===== src/rtl/csr_bus_arbiter.sv =====
// csr_bus_arbiter
//   Shares the single CSR port of cdbus between the host CSR master
//   (qspi_slave, never stalled) and an auxiliary on-chip agent that uses a
//   wait-request handshake. Host has fixed priority. One registered CSR
//   transaction is issued per cycle, and read data is routed back to its
//   owner through an in-flight tag pipeline READ_LAT entries deep.
//
// Ports
//   clk, rst                   : clock, synchronous active-high reset
//   h_address/h_read/h_write/
//   h_writedata                : host command, single-cycle strobes
//   h_readdata/h_readvalid     : host read return
//   a_address/a_read/a_write/
//   a_writedata                : aux command, held until accepted
//   a_waitrequest              : aux command not accepted this cycle
//   a_readdata/a_readvalid     : aux read return
//   a_starve                   : aux blocked STARVE_MAX+ consecutive cycles
//   chip_select/csr_address/csr_read/csr_write/csr_writedata
//                              : registered issue port to cdbus
//   csr_readdata               : read data from cdbus
module csr_bus_arbiter #(
  parameter int A_WIDTH    = 5,
  parameter int D_WIDTH    = 8,
  parameter int READ_LAT   = 1,
  parameter int STARVE_MAX = 64
) (
  input  logic               clk,
  input  logic               rst,

  input  logic [A_WIDTH-1:0] h_address,
  input  logic               h_read,
  input  logic               h_write,
  input  logic [D_WIDTH-1:0] h_writedata,
  output logic [D_WIDTH-1:0] h_readdata,
  output logic               h_readvalid,

  input  logic [A_WIDTH-1:0] a_address,
  input  logic               a_read,
  input  logic               a_write,
  input  logic [D_WIDTH-1:0] a_writedata,
  output logic               a_waitrequest,
  output logic [D_WIDTH-1:0] a_readdata,
  output logic               a_readvalid,
  output logic               a_starve,

  output logic               chip_select,
  output logic [A_WIDTH-1:0] csr_address,
  output logic               csr_read,
  output logic               csr_write,
  output logic [D_WIDTH-1:0] csr_writedata,
  input  logic [D_WIDTH-1:0] csr_readdata
);

  localparam int CW = $clog2(STARVE_MAX + 1);
  localparam logic [CW-1:0] STARVE_MAX_C = CW'(STARVE_MAX);

  typedef enum logic {
    OWN_HOST = 1'b0,
    OWN_AUX  = 1'b1
  } owner_t;

  logic               h_req;
  logic               a_req;
  logic               a_accept;

  logic               issue_rd;
  logic               issue_wr;
  logic [A_WIDTH-1:0] issue_addr;
  logic [D_WIDTH-1:0] issue_wd;
  owner_t             issue_owner;

  owner_t             csr_owner;

  logic [READ_LAT-1:0] tag_v;
  owner_t              tag_o [READ_LAT];
  logic                head_v;
  owner_t              head_o;

  logic [CW-1:0]      starve_cnt;

  // Grant decision. A port with both strobes set is treated as a write,
  // so the read strobe is masked by the write strobe.
  always_comb begin
    h_req         = h_read | h_write;
    a_req         = a_read | a_write;
    a_waitrequest = a_req & (h_req | rst);
    a_accept      = a_req & ~a_waitrequest;

    issue_rd    = 1'b0;
    issue_wr    = 1'b0;
    issue_addr  = csr_address;
    issue_wd    = csr_writedata;
    issue_owner = OWN_HOST;

    if (h_req) begin
      issue_wr    = h_write;
      issue_rd    = h_read & ~h_write;
      issue_addr  = h_address;
      issue_wd    = h_writedata;
      issue_owner = OWN_HOST;
    end else if (a_accept) begin
      issue_wr    = a_write;
      issue_rd    = a_read & ~a_write;
      issue_addr  = a_address;
      issue_wd    = a_writedata;
      issue_owner = OWN_AUX;
    end
  end

  // Issue register. Address/data hold across idle cycles; only the
  // strobes return to zero.
  always_ff @(posedge clk) begin
    if (rst) begin
      csr_read      <= 1'b0;
      csr_write     <= 1'b0;
      csr_address   <= '0;
      csr_writedata <= '0;
      csr_owner     <= OWN_HOST;
    end else begin
      csr_read      <= issue_rd;
      csr_write     <= issue_wr;
      csr_address   <= issue_addr;
      csr_writedata <= issue_wd;
      csr_owner     <= issue_owner;
    end
  end

  assign chip_select = csr_read | csr_write;

  // Tag pipeline: stage 0 is loaded in the cycle after csr_read is on the
  // bus, so the head lines up with the cycle csr_readdata is valid.
  always_ff @(posedge clk) begin
    if (rst) begin
      tag_v <= '0;
    end else begin
      tag_v[0] <= csr_read;
      for (int unsigned i = 1; i < READ_LAT; i++) begin
        tag_v[i] <= tag_v[i-1];
      end
    end
  end

  always_ff @(posedge clk) begin
    tag_o[0] <= csr_owner;
    for (int unsigned i = 1; i < READ_LAT; i++) begin
      tag_o[i] <= tag_o[i-1];
    end
  end

  assign head_v = tag_v[READ_LAT-1];
  assign head_o = tag_o[READ_LAT-1];

  // Read return: only the owner's data register is updated.
  always_ff @(posedge clk) begin
    if (rst) begin
      h_readdata  <= '0;
      h_readvalid <= 1'b0;
      a_readdata  <= '0;
      a_readvalid <= 1'b0;
    end else begin
      h_readvalid <= head_v & (head_o == OWN_HOST);
      a_readvalid <= head_v & (head_o == OWN_AUX);
      if (head_v && head_o == OWN_HOST) begin
        h_readdata <= csr_readdata;
      end
      if (head_v && head_o == OWN_AUX) begin
        a_readdata <= csr_readdata;
      end
    end
  end

  // Starvation counter: counts consecutive blocked requesting cycles and
  // saturates; any accepted or idle aux cycle clears it.
  always_ff @(posedge clk) begin
    if (rst) begin
      starve_cnt <= '0;
    end else if (a_req & a_waitrequest) begin
      if (starve_cnt != STARVE_MAX_C) begin
        starve_cnt <= starve_cnt + CW'(1);
      end
    end else begin
      starve_cnt <= '0;
    end
  end

  assign a_starve = (starve_cnt == STARVE_MAX_C);

endmodule


===== config.mk =====
export PLATFORM = sky130hd
export DESIGN_NAME = csr_bus_arbiter
export DESIGN_NICKNAME = d
export VERILOG_FILES = /design/src/rtl/csr_bus_arbiter.sv
export SDC_FILE = /design/constraint.sdc
export NUM_CORES = 1
export LEC_CHECK = 0
export ABC_AREA = 1
export BUFFER_PORTS_ARGS = -buffer_cell sky130_fd_sc_hd__buf_2
export CORE_ASPECT_RATIO = 0.5
export CORE_UTILIZATION = 51
export DETAILED_ROUTE_END_ITERATION = 8
export HOLD_SLACK_MARGIN = 0.15
export PLACE_DENSITY = 0.91
export SETUP_SLACK_MARGIN = 0.3
export SYNTH_ARGS = -nofsm -noshare
export SYNTH_HDL_FRONTEND = slang
export SYNTH_SLANG_ARGS = --single-unit

===== constraint.sdc =====
create_clock -name clk -period 3.13 [get_ports clk]
set_input_delay 0.4695 -clock clk [delete_from_list [all_inputs] [get_ports clk]]
set_output_delay 0.4695 -clock clk [all_outputs]
set_load 0.01 [all_outputs]

### After elaboration in Yosys (flattened, before gate mapping)

Memory sizes are Yosys's and may differ from the RTL's.
Cells that the tools add are included.

* memories: 1
* memory bits (writable): 1
* output and inout port bits: 36
* logic and storage cells: 45
* flip-flop bits (word level): 42

* muxes and demuxes: 9
* bitwise operators: 16
* add/subtract/negate cells: 1
* reductions and logical operators: 5
* eq/ne operators: 2

Memories
* tag_o: words 1, width 1, rd ports 1, clocked after memory_dff 0, write ports 1, line 75 `owner_t tag_o [READ_LAT];`

Operators with widths (number)
* 8-bit 2-to-1 mux: 2
* 5-bit 2-to-1 mux: 2
* 7-bit by 1-bit adder with 7-bit output, second input constant: 1
* 1-bit bitwise AND: 7
* 7-bit equality test, second input constant: 1
* 7-bit inequality test, second input constant: 1
* 1-bit 2-to-1 mux: 5
* 1-bit NOT: 5
* 1-bit bitwise OR: 4
* 2-bit OR reduction: 2
* 1-bit logical AND: 2
* 2-bit nonzero test: 1

### Logic depth before layout (Yosys ltp)

* word-level depth: 7
* gate-level depth with buffers: 8

### Worst setup path after synthesis

No wires, ideal clock.

* kind: input -> output
* from: input h_read
* to: output a_waitrequest
* path slack: 1614 ps
* data arrival time: 1046 ps
* data required time: 2660 ps
* stages: 4
* cells stage by stage: nor2_4 -> buf_6 -> buf_4 -> a21oi_1

* word-level cells in the longest chain between the ends: 3

RTL lines
* start, declared: line 31 `input logic h_read,`
* 1-bit bitwise OR: line 84 `h_req = h_read | h_write;`
* 1-bit bitwise OR: line 86 `a_waitrequest = a_req & (h_req | rst);`
* 1-bit bitwise AND: line 86
* end, declared: line 41 `output logic a_waitrequest,`

Every way passes these cells.

### Worst setup path after layout

* from: input rst
* to: output a_waitrequest

* word-level cells in the longest chain between the ends: 2

RTL lines
* start, declared: line 28 `input logic rst,`
* 1-bit bitwise OR: line 86
* 1-bit bitwise AND: line 86

Every way passes these cells.

==> results_dict.tcl <==
set metrics [dict create \
    grt_max_degree 29 \
    vias_per_cell 4.73 \
    ant_nets 0 \
    grt_usage 0.235 \
    regArea_um2 861 \
    antenna_found_initial 0 \
    grt_pass1_wl_um 7030 \
    n_antenna_cell 0 \
    port_buffers 75 \
    cap_violations 0 \
    synth_area_leaders "dfxtp_1 (45%), nand2_1 (12%), nor2_1 (8.6%)" \
    start_kind "input port" \
    setup-violations-final 0 \
    syn_nets 312 \
    slew_headroom 0.582 \
    finalCriticalPeriod_ns 1.93 \
    final_core_util 0.681 \
    cts_tree "yes" \
    die_y_um 45.3 \
    finish.net_count 386 \
    insertion_delay_ns 0.30 \
    ys_warn_count 0 \
    synth_cells 270 \
    clock_skew_ns 0.00722 \
    clock-sinks 43 \
    fin_setup_tns_ns 0 \
    place.gp.congestion 0.797 \
    clkSlewWorstSetupHoldPaths_ns 0.09 \
    worst_pin_slew_ns 0.627 \
    ir_drop_v 0.000182 \
    hold_ws_ns 0.341 \
    multi_input_area_um2 835 \
    synth_top_area_share 0.450 \
    finalWorstSetupSlack_ns 1.20 \
    cp.required_ns 2.66 \
    yosysUniqueCellTypes 27 \
    syn-mean-instance-area_um2 7.09 \
    power.density_nw_per_um2 457 \
    core_area_um2 3510 \
    criticalPathCategory "in -> out" \
    rows 15 \
    cts_max_path_buffers 2 \
    synth.largest_area_cell "dfxtp_1" \
    die_w_um 88.6 \
    fin_cells 396 \
    hold_viol 0 \
    drive_gt1_frac 0.267 \
    wl_per_cell_um 11.0 \
    seq_area_frac_synth 0.450 \
    crit_fanout 21 \
    fmax_mhz 518 \
    ctsHtreeMaxLevel 2 \
    min_period_over_period 0.617 \
    n_fill_cell 306 \
    ys_ff_latch 43 \
    grt_pass1_vias 1678 \
    ctsHoldBuffers 0 \
    grt_overflow_total 0 \
    cts_buffers 5 \
    leakage_nw 1.30 \
    dr.pass1.iters 5 \
    cts_resized 0 \
    dp_hpwl_um 3090 \
    crit_path_end_kind "output port" \
    area_growth_pct 24.8 \
    slew_violations 0 \
    crit_arrival_ns 1.46 \
    routed_wl_um 4360 \
    cts_setup_buffers 0 \
    rsz0062_at_grt "no" \
    status "complete, no violations" \
    dp_slack_ns 1.22 \
    vias 1874 \
    hp-class "reg -> reg" \
    ios 76 \
    synth_area_um2 1910 \
    clock-root-buffer "clkbuf_8" \
    drc 0 \
    dieArea_um2 4020 \
    dp_cells 388 \
    drt_iter0_markers 74 \
    start_util 0.545 \
]
==> kinds of logic after synthesis <==
kind of cell	count (synthesis)	synth area share
AOI/OAI and AO/OA	38	0.110
xor gates and xnor gates	3	0.0137
adders and majority gates	2	0.0131
buffers and inverters	52	0.114
DFF	43	0.450
and+or+nand+nor	132	0.299
==> routing by layer <==
metal,vias up,wire length (um),GRT usage
met1,834,1790,0.253
met3,8,254,0.0768
met2,60,2270,0.442
li1,972,-,-
met5,-,0,0
met4,0,41,0.0871
==> cell usage after synthesis (all sizes together) <==
cell type,count
clkinv,1
xor2,2
o21ai,20
xnor2,1
dfxtp,43
ha,2
nand3,5
buf,8
nand2,63
nor2,47
inv,43
a31oi,13
nor3,3
or2,1
and2,13
a21oi,5
==> state kept, by name, summed over array words and instances (netlist names) <==
name / flops
h_readdata: 8
a_readvalid: 1
starve_cnt: 7
csr_write: 1
csr_address: 5
head_v: 1
csr_owner: 1
h_readvalid: 1
a_readdata: 8
csr_read: 1
csr_writedata: 8
tag_o: 1
==> cell type report <==
cell class                 instances  area share
sequential                        43       0.360
clock inverter                     3     0.00838
timing repair buffer              75       0.157
inverter                          44      0.0691
clock buffer                       5      0.0288
tap                               51      0.0267
multi-input combinational        175       0.349
==> where the power goes <==
part           internal [mW]  switching, mW
registers              0.571         0.0128
logic                 0.0652         0.0896
clock network          0.155          0.198
==> path summary, 6_finish.rpt <==
kind | from | to | slack, ns | cells past startpoint
hold reg to reg | csr_owner$_SDFF_PP0_ | tag_o[0]$_DFF_P_ | 0.34 | 0
setup / recovery | rst | a_waitrequest | 1.20 | 4
setup reg to reg | head_v$_SDFF_PP0_ | h_readdata[1]$_SDFFE_PP0P_ | 1.81 | 5
hold / removal | csr_owner$_SDFF_PP0_ | tag_o[0]$_DFF_P_ | 0.34 | 0
==> metrics by stage <==
step	power, mW	cell area (um^2)
2_1_floorplan	0.689	1910
3_3_place_gp	0.743	2300
3_5_place_dp	0.750	2300
4_1_cts	1.10	2390
5_1_grt	1.15	2390
6_report	1.09	2390
==> critical path, stage by stage <==
cell and delay, ns:
buf_2 0.30, inv_1 0.32, a21oi_1 0.22, buf_2 0.15
==> layout by cell type, fill, tap and decap left out, types with 2 or more instances in the layout <==
cell type | Yosys | final
nor2_1 | 44 | 44
nand2_1 | 62 | 62
and2_0 | 8 | 8
a31oi_1 | 13 | 13
ha_1 | 2 | 2
xor2_1 | 2 | 2
dfxtp_1 | 43 | 43
nor2_2 | 2 | 2
clkbuf_8 | 0 | 5
buf_2 | 4 | 75
o21ai_0 | 18 | 18
inv_2 | 2 | 2
nand3_1 | 4 | 4
inv_1 | 41 | 41
and2_1 | 5 | 5
clkinvlp_4 | 0 | 2
nor3_1 | 3 | 3
a21oi_1 | 5 | 5
No activity file was read; power rests on OpenSTA's default activity.
